[src/rtl/syn_aud_pkg.sv]
// syn_aud_pkg: shared audio sample types, driver FSM states and default I2S timing
package syn_aud_pkg;
  localparam int PCM_W = 16;
  localparam int BCLK_DIV_DEF = 4;
  localparam int BCLK_PER_CH_DEF = 32;
  typedef logic signed [PCM_W-1:0] pcm_t;
  typedef struct packed {
    pcm_t lchnl;
    pcm_t rchnl;
  } pcm_pair_t;
  typedef enum logic {IDLE, RUN} drv_state_e;
endpackage

[src/rtl/syn_dac_bclk_gen.sv]
// syn_dac_bclk_gen: divides clk down to the I2S bit clock and flags its edges
module syn_dac_bclk_gen #(
  parameter int BCLK_DIV = 4
) (
  input  logic clk,
  input  logic rst,
  input  logic en,
  output logic bclk,
  output logic fall,
  output logic rise
);
  localparam int DW = BCLK_DIV > 1 ? $clog2(BCLK_DIV) : 1;
  logic [DW-1:0] div_cnt_q, div_cnt_d;
  logic bclk_q, tc;
  always_comb begin
    tc = en && (div_cnt_q == DW'(BCLK_DIV - 1));
    div_cnt_d = !en || tc ? '0 : div_cnt_q + 1'b1;
  end
  always_ff @(posedge clk) begin
    if (rst) begin
      div_cnt_q <= '0;
      bclk_q <= 1'b0;
    end else begin
      div_cnt_q <= div_cnt_d;
      bclk_q <= en && (tc ? !bclk_q : bclk_q);
    end
  end
  assign bclk = bclk_q;
  assign fall = tc && bclk_q;
  assign rise = tc && !bclk_q;
endmodule

[src/rtl/syn_dac_i2s_drvr.sv]
// syn_dac_i2s_drvr: I2S transmit driver for the WM8731 DAC serial port
// Defining SYN_DAC_DRVR_UFLOW_CNTR_EN adds the saturating uflow_cnt output
module syn_dac_i2s_drvr
  import syn_aud_pkg::*;
#(
  parameter int DATA_W = PCM_W,
  parameter int BCLK_DIV = BCLK_DIV_DEF,
  parameter int BCLK_PER_CH = BCLK_PER_CH_DEF
) (
  input  logic              clk,
  input  logic              sys_rst,
  input  logic              dac_en,
  input  logic              pcm_valid,
  output logic              pcm_ready,
  input  logic [DATA_W-1:0] pcm_lchnl,
  input  logic [DATA_W-1:0] pcm_rchnl,
  output logic              dac_mclk,
  output logic              dac_bclk,
  output logic              dac_lrc,
  output logic              dac_dat
`ifdef SYN_DAC_DRVR_UFLOW_CNTR_EN
  ,
  output logic [15:0]       uflow_cnt
`endif
);
  localparam int FRAME = 2 * BCLK_PER_CH;
  localparam int BW = $clog2(FRAME);
  drv_state_e state_q;
  logic [BW-1:0] bit_cnt_q, bit_cnt_d, k;
  logic [2*DATA_W-1:0] word_q;
  logic [DATA_W-1:0] slot_word, sh;
  logic mclk_q, lrc_q, dat_q, ready_q, lrc_d, dat_d, wrap, bclk_fall, bclk_rise;
  syn_dac_bclk_gen #(.BCLK_DIV(BCLK_DIV)) u_bclk (
    .clk(clk),
    .rst(sys_rst),
    .en(state_q == RUN),
    .bclk(dac_bclk),
    .fall(bclk_fall),
    .rise(bclk_rise)
  );
  // Slot bit k carries word bit DATA_W-k, giving the one-bclk I2S MSB delay
  always_comb begin
    wrap = bit_cnt_q == BW'(FRAME - 1);
    bit_cnt_d = wrap ? '0 : bit_cnt_q + 1'b1;
    lrc_d = bit_cnt_d >= BW'(BCLK_PER_CH);
    k = lrc_d ? bit_cnt_d - BW'(BCLK_PER_CH) : bit_cnt_d;
    slot_word = lrc_d ? word_q[DATA_W-1:0] : word_q[2*DATA_W-1:DATA_W];
    sh = slot_word << (k - 1'b1);
    dat_d = k != '0 && k <= BW'(DATA_W) && sh[DATA_W-1];
  end
  always_ff @(posedge clk) begin
    if (sys_rst) begin
      state_q <= IDLE;
      bit_cnt_q <= '0;
      word_q <= '0;
      mclk_q <= 1'b0;
      lrc_q <= 1'b0;
      dat_q <= 1'b0;
      ready_q <= 1'b0;
    end else begin
      mclk_q <= !mclk_q;
      ready_q <= 1'b0;
      if (ready_q) word_q <= pcm_valid ? {pcm_lchnl, pcm_rchnl} : '0;
      if (state_q == IDLE) begin
        state_q <= dac_en ? RUN : IDLE;
        ready_q <= dac_en;
        bit_cnt_q <= '0;
      end else if (bclk_fall) begin
        bit_cnt_q <= bit_cnt_d;
        lrc_q <= lrc_d;
        dat_q <= dat_d;
        ready_q <= wrap && dac_en;
        state_q <= wrap && !dac_en ? IDLE : RUN;
      end
    end
  end
  always_comb assert (!bclk_rise || state_q == RUN);
`ifdef SYN_DAC_DRVR_UFLOW_CNTR_EN
  logic [15:0] uflow_q;
  always_ff @(posedge clk) begin
    if (sys_rst) uflow_q <= '0;
    else if (ready_q && !pcm_valid && uflow_q != 16'hFFFF) uflow_q <= uflow_q + 16'd1;
  end
  assign uflow_cnt = uflow_q;
`endif
  assign pcm_ready = ready_q;
  assign dac_mclk = mclk_q;
  assign dac_lrc = lrc_q;
  assign dac_dat = dat_q;
endmodule

[config.mk]
export PLATFORM = sky130hd
export DESIGN_NAME = syn_dac_i2s_drvr
export DESIGN_NICKNAME = d
export VERILOG_FILES = /design/src/rtl/syn_aud_pkg.sv /design/src/rtl/syn_dac_bclk_gen.sv /design/src/rtl/syn_dac_i2s_drvr.sv
export SDC_FILE = /design/constraint.sdc
export NUM_CORES = 1
export LEC_CHECK = 0
export CAP_MARGIN = 20
export CORE_MARGIN = 1
export CORE_UTILIZATION = 45
export DETAILED_ROUTE_END_ITERATION = 10
export GPL_ROUTABILITY_DRIVEN = 0
export MAX_ROUTING_LAYER = met4
export PLACE_DENSITY_LB_ADDON = 0.25
export SLEW_MARGIN = 25
export SYNTH_ARGS = -nofsm -noshare
export SYNTH_HDL_FRONTEND = slang
export SYNTH_HIERARCHICAL = 1
export SYNTH_SLANG_ARGS = --single-unit
[constraint.sdc]
create_clock -name clk -period 3 [get_ports clk]
set_input_delay 0.6 -clock clk [delete_from_list [all_inputs] [get_ports clk]]
set_output_delay 0.6 -clock clk [all_outputs]
set_load 0.02 [all_outputs]
After elaboration in Yosys (flattened, before gate mapping)
Index checks and enable logic that the tools add are counted.
Widths: inputs -> output; s select.

word-level totals
  register bits after elaboration = 46
  output and inout port bits = 5
  word-level logic and storage cells = 46
  input port bits = 36

operators by class
  equal/unequal tests = 2
  add/subtract/negate cells = 4
  multiplexer cells = 11
  bitwise operators = 1
  reductions and logical operators = 16
  order comparisons = 2
  shifts and indexed selects = 1

operator list
  kind                 number
  $mux 32              1
  $mux 16              1
  $shl 16x6->16        1
  $mux 6               2
  $logic_and 1x1->1    7
  $mux 1               7
  $add 6x1->6 const B  1
  $eq 6x6->1 const B   1
  $ge 6x6->1 const B   1
  $le 6x5->1 const B   1
  $reduce_bool 6->1    1
  $sub 6x1->6 const B  1
  $sub 6x6->6 const B  1
  $logic_not 1->1      4
  $reduce_or 2->1      2
  $add 2x1->2 const B  1
  $eq 2x2->1 const B   1
  $reduce_and 2->1     1
  $logic_or 1x1->1     1
  $not 1->1            1

Logic depth before layout (Yosys ltp)
  depth after elaboration = 7
  gate-level depth with buffers = 10
  gate-level depth less buffers = 8

Hierarchy
Netlist, hierarchy kept.

by module, submodules not included
  module            times used  area an instance (um^2)  cells an instance
  syn_dac_i2s_drvr  1           2229.6                   284
  syn_dac_bclk_gen  1           142.6                    11

Worst setup path before layout
Ideal clock, no wire load.

  kind = register -> register
  start = register bit_cnt_q[1]
  end = register dat_q (netlist: dac_dat)
  stages on the path, launching flop included = 10
  required time = 2873 ps
  library setup time = 127 ps
  arrival time = 1955 ps
  clock period less this slack = 2083 ps
  path slack = 917 ps
  cells stage by stage = dfxtp_1 > ha_1 > buf_2 > and2_1 > a21oi_1 > nand2_1 > a211oi_1 > o21ai_0 > a211oi_1 > a211oi_1

on the way
  longest elaborated chain between the ends = 7
  elaborated cells on any way between the ends = 13

ends and longest elaborated chain
  what                                                       line                                            source
  start: declaration                                         syn_dac_i2s_drvr.sv:29                          logic [BW-1:0] bit_cnt_q, bit_cnt_d, k;
  start signal: assignment                                   syn_dac_i2s_drvr.sv:69                          bit_cnt_q <= bit_cnt_d;
  $add 6x1->6 / $eq 6x6->1 (equally long branches)           syn_dac_i2s_drvr.sv:44, syn_dac_i2s_drvr.sv:43
  $mux 6 (*)                                                 syn_dac_i2s_drvr.sv:44                          bit_cnt_d = wrap ? '0 : bit_cnt_q + 1'b1;
  $sub 6x6->6 / $ge 6x6->1 (equally long branches)           syn_dac_i2s_drvr.sv:46, syn_dac_i2s_drvr.sv:45
  $mux 6                                                     syn_dac_i2s_drvr.sv:46                          k = lrc_d ? bit_cnt_d - BW'(BCLK_PER_CH) : bit_cnt_d;
  $sub 6x1->6 (tied with other cells)                        syn_dac_i2s_drvr.sv:48                          sh = slot_word << (k - 1'b1);
  $shl 16x6->16 / $logic_and 1x1->1 (equally long branches)  syn_dac_i2s_drvr.sv:48, syn_dac_i2s_drvr.sv:49
  $logic_and 1x1->1 (*)                                      syn_dac_i2s_drvr.sv:49                          dat_d = k != '0 && k <= BW'(DATA_W) && sh[DATA_W-1];
  end signal: assignment                                     syn_dac_i2s_drvr.sv:71                          dat_q <= dat_d;
  end: declaration                                           syn_dac_i2s_drvr.sv:32                          logic mclk_q, lrc_q, dat_q, ready_q, lrc_d, dat_d, wrap, bclk_fall, bclk_rise;

Every way passes the cells marked *; elsewhere a longest branch is shown, timed or not.
A chain may end at the register's enable or synchronous reset.

Worst setup path after layout
  start = register bit_cnt_q[0]
  end = register dat_q (netlist: dac_dat)

Same word-level chain as after synthesis.

==> results.cfg <==
[critical_path]
crit_type = reg -> reg
startpoint_type = flop
crit_required_ps = 3190
reg2regPathDepth = 8
endpoint_kind = flop
critical_path_arrival_ps = 2830
critPathMaxFanout = 12

[synthesis]
synth_cell_types = 46
synth_nets = 336
synth_edf_count = 0
ys.flop_type = dfxtp_1
synth.avg_cell_area_um2 = 8.042
synth-warning-count = 6
synth_seq_cells = 46
seq_area_frac_synth = 0.3882
synthCells = 295
netlist_area_um2 = 2372
synthArstFlopShare = 0

[detailed_routing]
drt_pass1_iterations = 4
wirelength_um = 5447
drtIter0Drc = 157
wire_per_inst_um = 13.79
vias = 2110
ant_nets = 0
vias_per_cell = 5.342
drc = 0

[clocking]
cts-buffers-inserted = 5
ctsHoldBuffers = 0
cts_tree = built
cts.clk_slew.worst_paths_ps = 90
clock_path_buffers = 2
clockRootBuffer = clkbuf_8
cts_setup_buffers = 0
cts_sinks = 46
htree_levels = 2
post_cts_resize_count = 0
clock_latency_ps = 310

[pwr]
clockPowerShare = 0.380
p_per_area_nw_per_um2 = 413.6
ir_drop_mv = 0.2994
leakagePower_nw = 1.099
p_sw_w = 0.0002587
intPower_w = 0.0009387
p_sw_frac = 0.2160
pwr-share-seq = 0.530
combPwrFrac = 0.090

[sta]
clock_skew_ps = 10.02
max_freq_mhz = 378.8
report.final.setup_viol = 0
hold_viol_final = 0
worst_slew_pin_slew_ps = 568.5
period_share = 0.8799
tns_ps = 0
slew_viol_final = 0
post-route-min-period_ps = 2640
slew_headroom = 0.6210
grt_setup_unrepaired = no

[die]
fp.dieW_um = 74.61
ios = 41
die_area_um2 = 5566
core_area_um2 = 5107
fp-row-count = 26
floorplan.initialDensity = 0.4645
die_h_um = 74.61

[job]
cap_violations = 0

[finish]
regMostFlops = word_q
layout.nets = 365
largest_reg_flops = 32
num_antenna_cells = 0
drive_above_1_share = 0.04615
area_delta_synth_final_pct = 22.05
top_regs = word_q (32), bit_cnt_q (6), u_bclk/div_cnt_q (2)
fin_cells = 395

[placed_design]
port_buffers = 40
dp.final_hpwl_um = 3917
placed_cells = 387

[global_route]
antenna_found_initial = 0
grt_max_degree = 34
grt_usage = 0.2220
grt_pass1_wl_um = 8997
grt_overflow = 0
grt_pass1_vias = 1892

[hold_path]
hold_depth = 1
hold_class = reg -> reg

[run_status]
outcome = finished clean
==> cell type report <==
class	instances	area (µm²)
clock inverters	1	30.03
flip-flops and latches	46	920.9
multi-input cells	225	1343
clock buffers	7	76.32
repair buffers	44	430.4
well taps	70	87.58
inverters	2	7.507
fillers	490	2212
==> cells in the mapped netlist, drive strengths merged (5+ instances only) <==
cell type	n	area, µm²
a2111oi	5	45.04
a211oi	8	60.06
a21oi	38	190.2
and2	6	37.54
and3	9	56.30
buf	6	41.28
clkbuf	16	60.06
dfxtp	46	920.9
ha	5	62.56
mux2i	5	50.05
nand2	17	66.32
nor2	47	176.4
nor2b	33	206.5
nor3b	5	37.54
o21ai	7	38.79
==> final timing paths <==
check / start / to / slack [ps]
worst min-delay path: dac_mclk / dac_mclk / 420
worst min register to register: dac_mclk / dac_mclk / 420
worst max register to register: bit_cnt_q[0] / dac_dat / 360
worst max-delay path: bit_cnt_q[0] / dac_dat / 360
==> cells by family (layout without fill, tap and decap cells) <==
group / Yosys count / after routing / share of synthesized area
adders and majority gates: 5 / 5 / 0.02637
DFF: 46 / 46 / 0.3882
muxes: 5 / 5 / 0.02110
AOI/OAI and AO/OA: 72 / 72 / 0.1862
and+or+nand+nor: 138 / 138 / 0.3138
xor gates and xnor gates: 5 / 5 / 0.01846
buffers and inverters: 24 / 54 / 0.04588
==> cell usage in the layout, fill, tap and decap left out, types with 3 or more instances in the layout <==
master / instances
dfxtp_1: 46
nor3b_1: 5
and2_1: 6
nor2b_1: 33
o21ai_0: 6
clkbuf_8: 5
a21oi_1: 38
nand2_1: 16
mux2i_1: 5
buf_4: 4
nor4b_1: 3
ha_1: 5
and3_1: 9
nor3_1: 4
nor2_1: 47
clkdlybuf4s50_1: 40
a2111oi_0: 4
a211oi_1: 8
nand3_1: 3
xor2_1: 4
==> metal layers <==
layer / global-route usage / share of wire / up-vias
met4: 0.08805 / 0.019 / 0
met3: 0.03794 / 0.047 / 11
met1: 0.2772 / 0.46 / 975
met2: 0.3554 / 0.48 / 48
met5: - / 0 / -
li1: - / - / 1076
==> through the flow <==
step | total power (W) | setup WS, ps | utilization | hold slack [ps] | area (µm²)
CTS | 0.001210 | 390.6 | 0.5669 | 425.2 | 2895
floorplan | 0.0006920 | 917.3 | - | 419.0 | 2372
global route | 0.001243 | 115.1 | 0.5669 | 440.7 | 2895
detailed placement | 0.0007571 | 397.1 | 0.5461 | 412.1 | 2789
global placement | 0.0007567 | 528.9 | 0.5461 | 406.0 | 2789
finish | 0.001197 | 360.4 | 0.5669 | 421.9 | 2895
==> worst max-delay path, stage by stage (launching register included) <==
cell       delay, ps
dfxtp_1          530
ha_1             400
a21oi_1           90
o21ai_2          310
nand2_2          210
a2111oi_0        500
nor4b_1          120
a211oi_1         270
a211oi_1          90
==> power by group through the flow <==
| stage | Clock [W] | Combinational, W | Sequential (W) |
|---|---|---|---|
| 2_1_floorplan | 0 | 0.0000446 | 0.000647 |
| 3_3_place_gp | 0 | 0.000108 | 0.000649 |
| 3_5_place_dp | 0 | 0.000108 | 0.000649 |
| 4_1_cts | 0.000466 | 0.000109 | 0.000635 |
| 5_1_grt | 0.000487 | 0.000119 | 0.000637 |
| 6_report | 0.000455 | 0.000108 | 0.000634 |
Power figures use the tool's default switching activity.
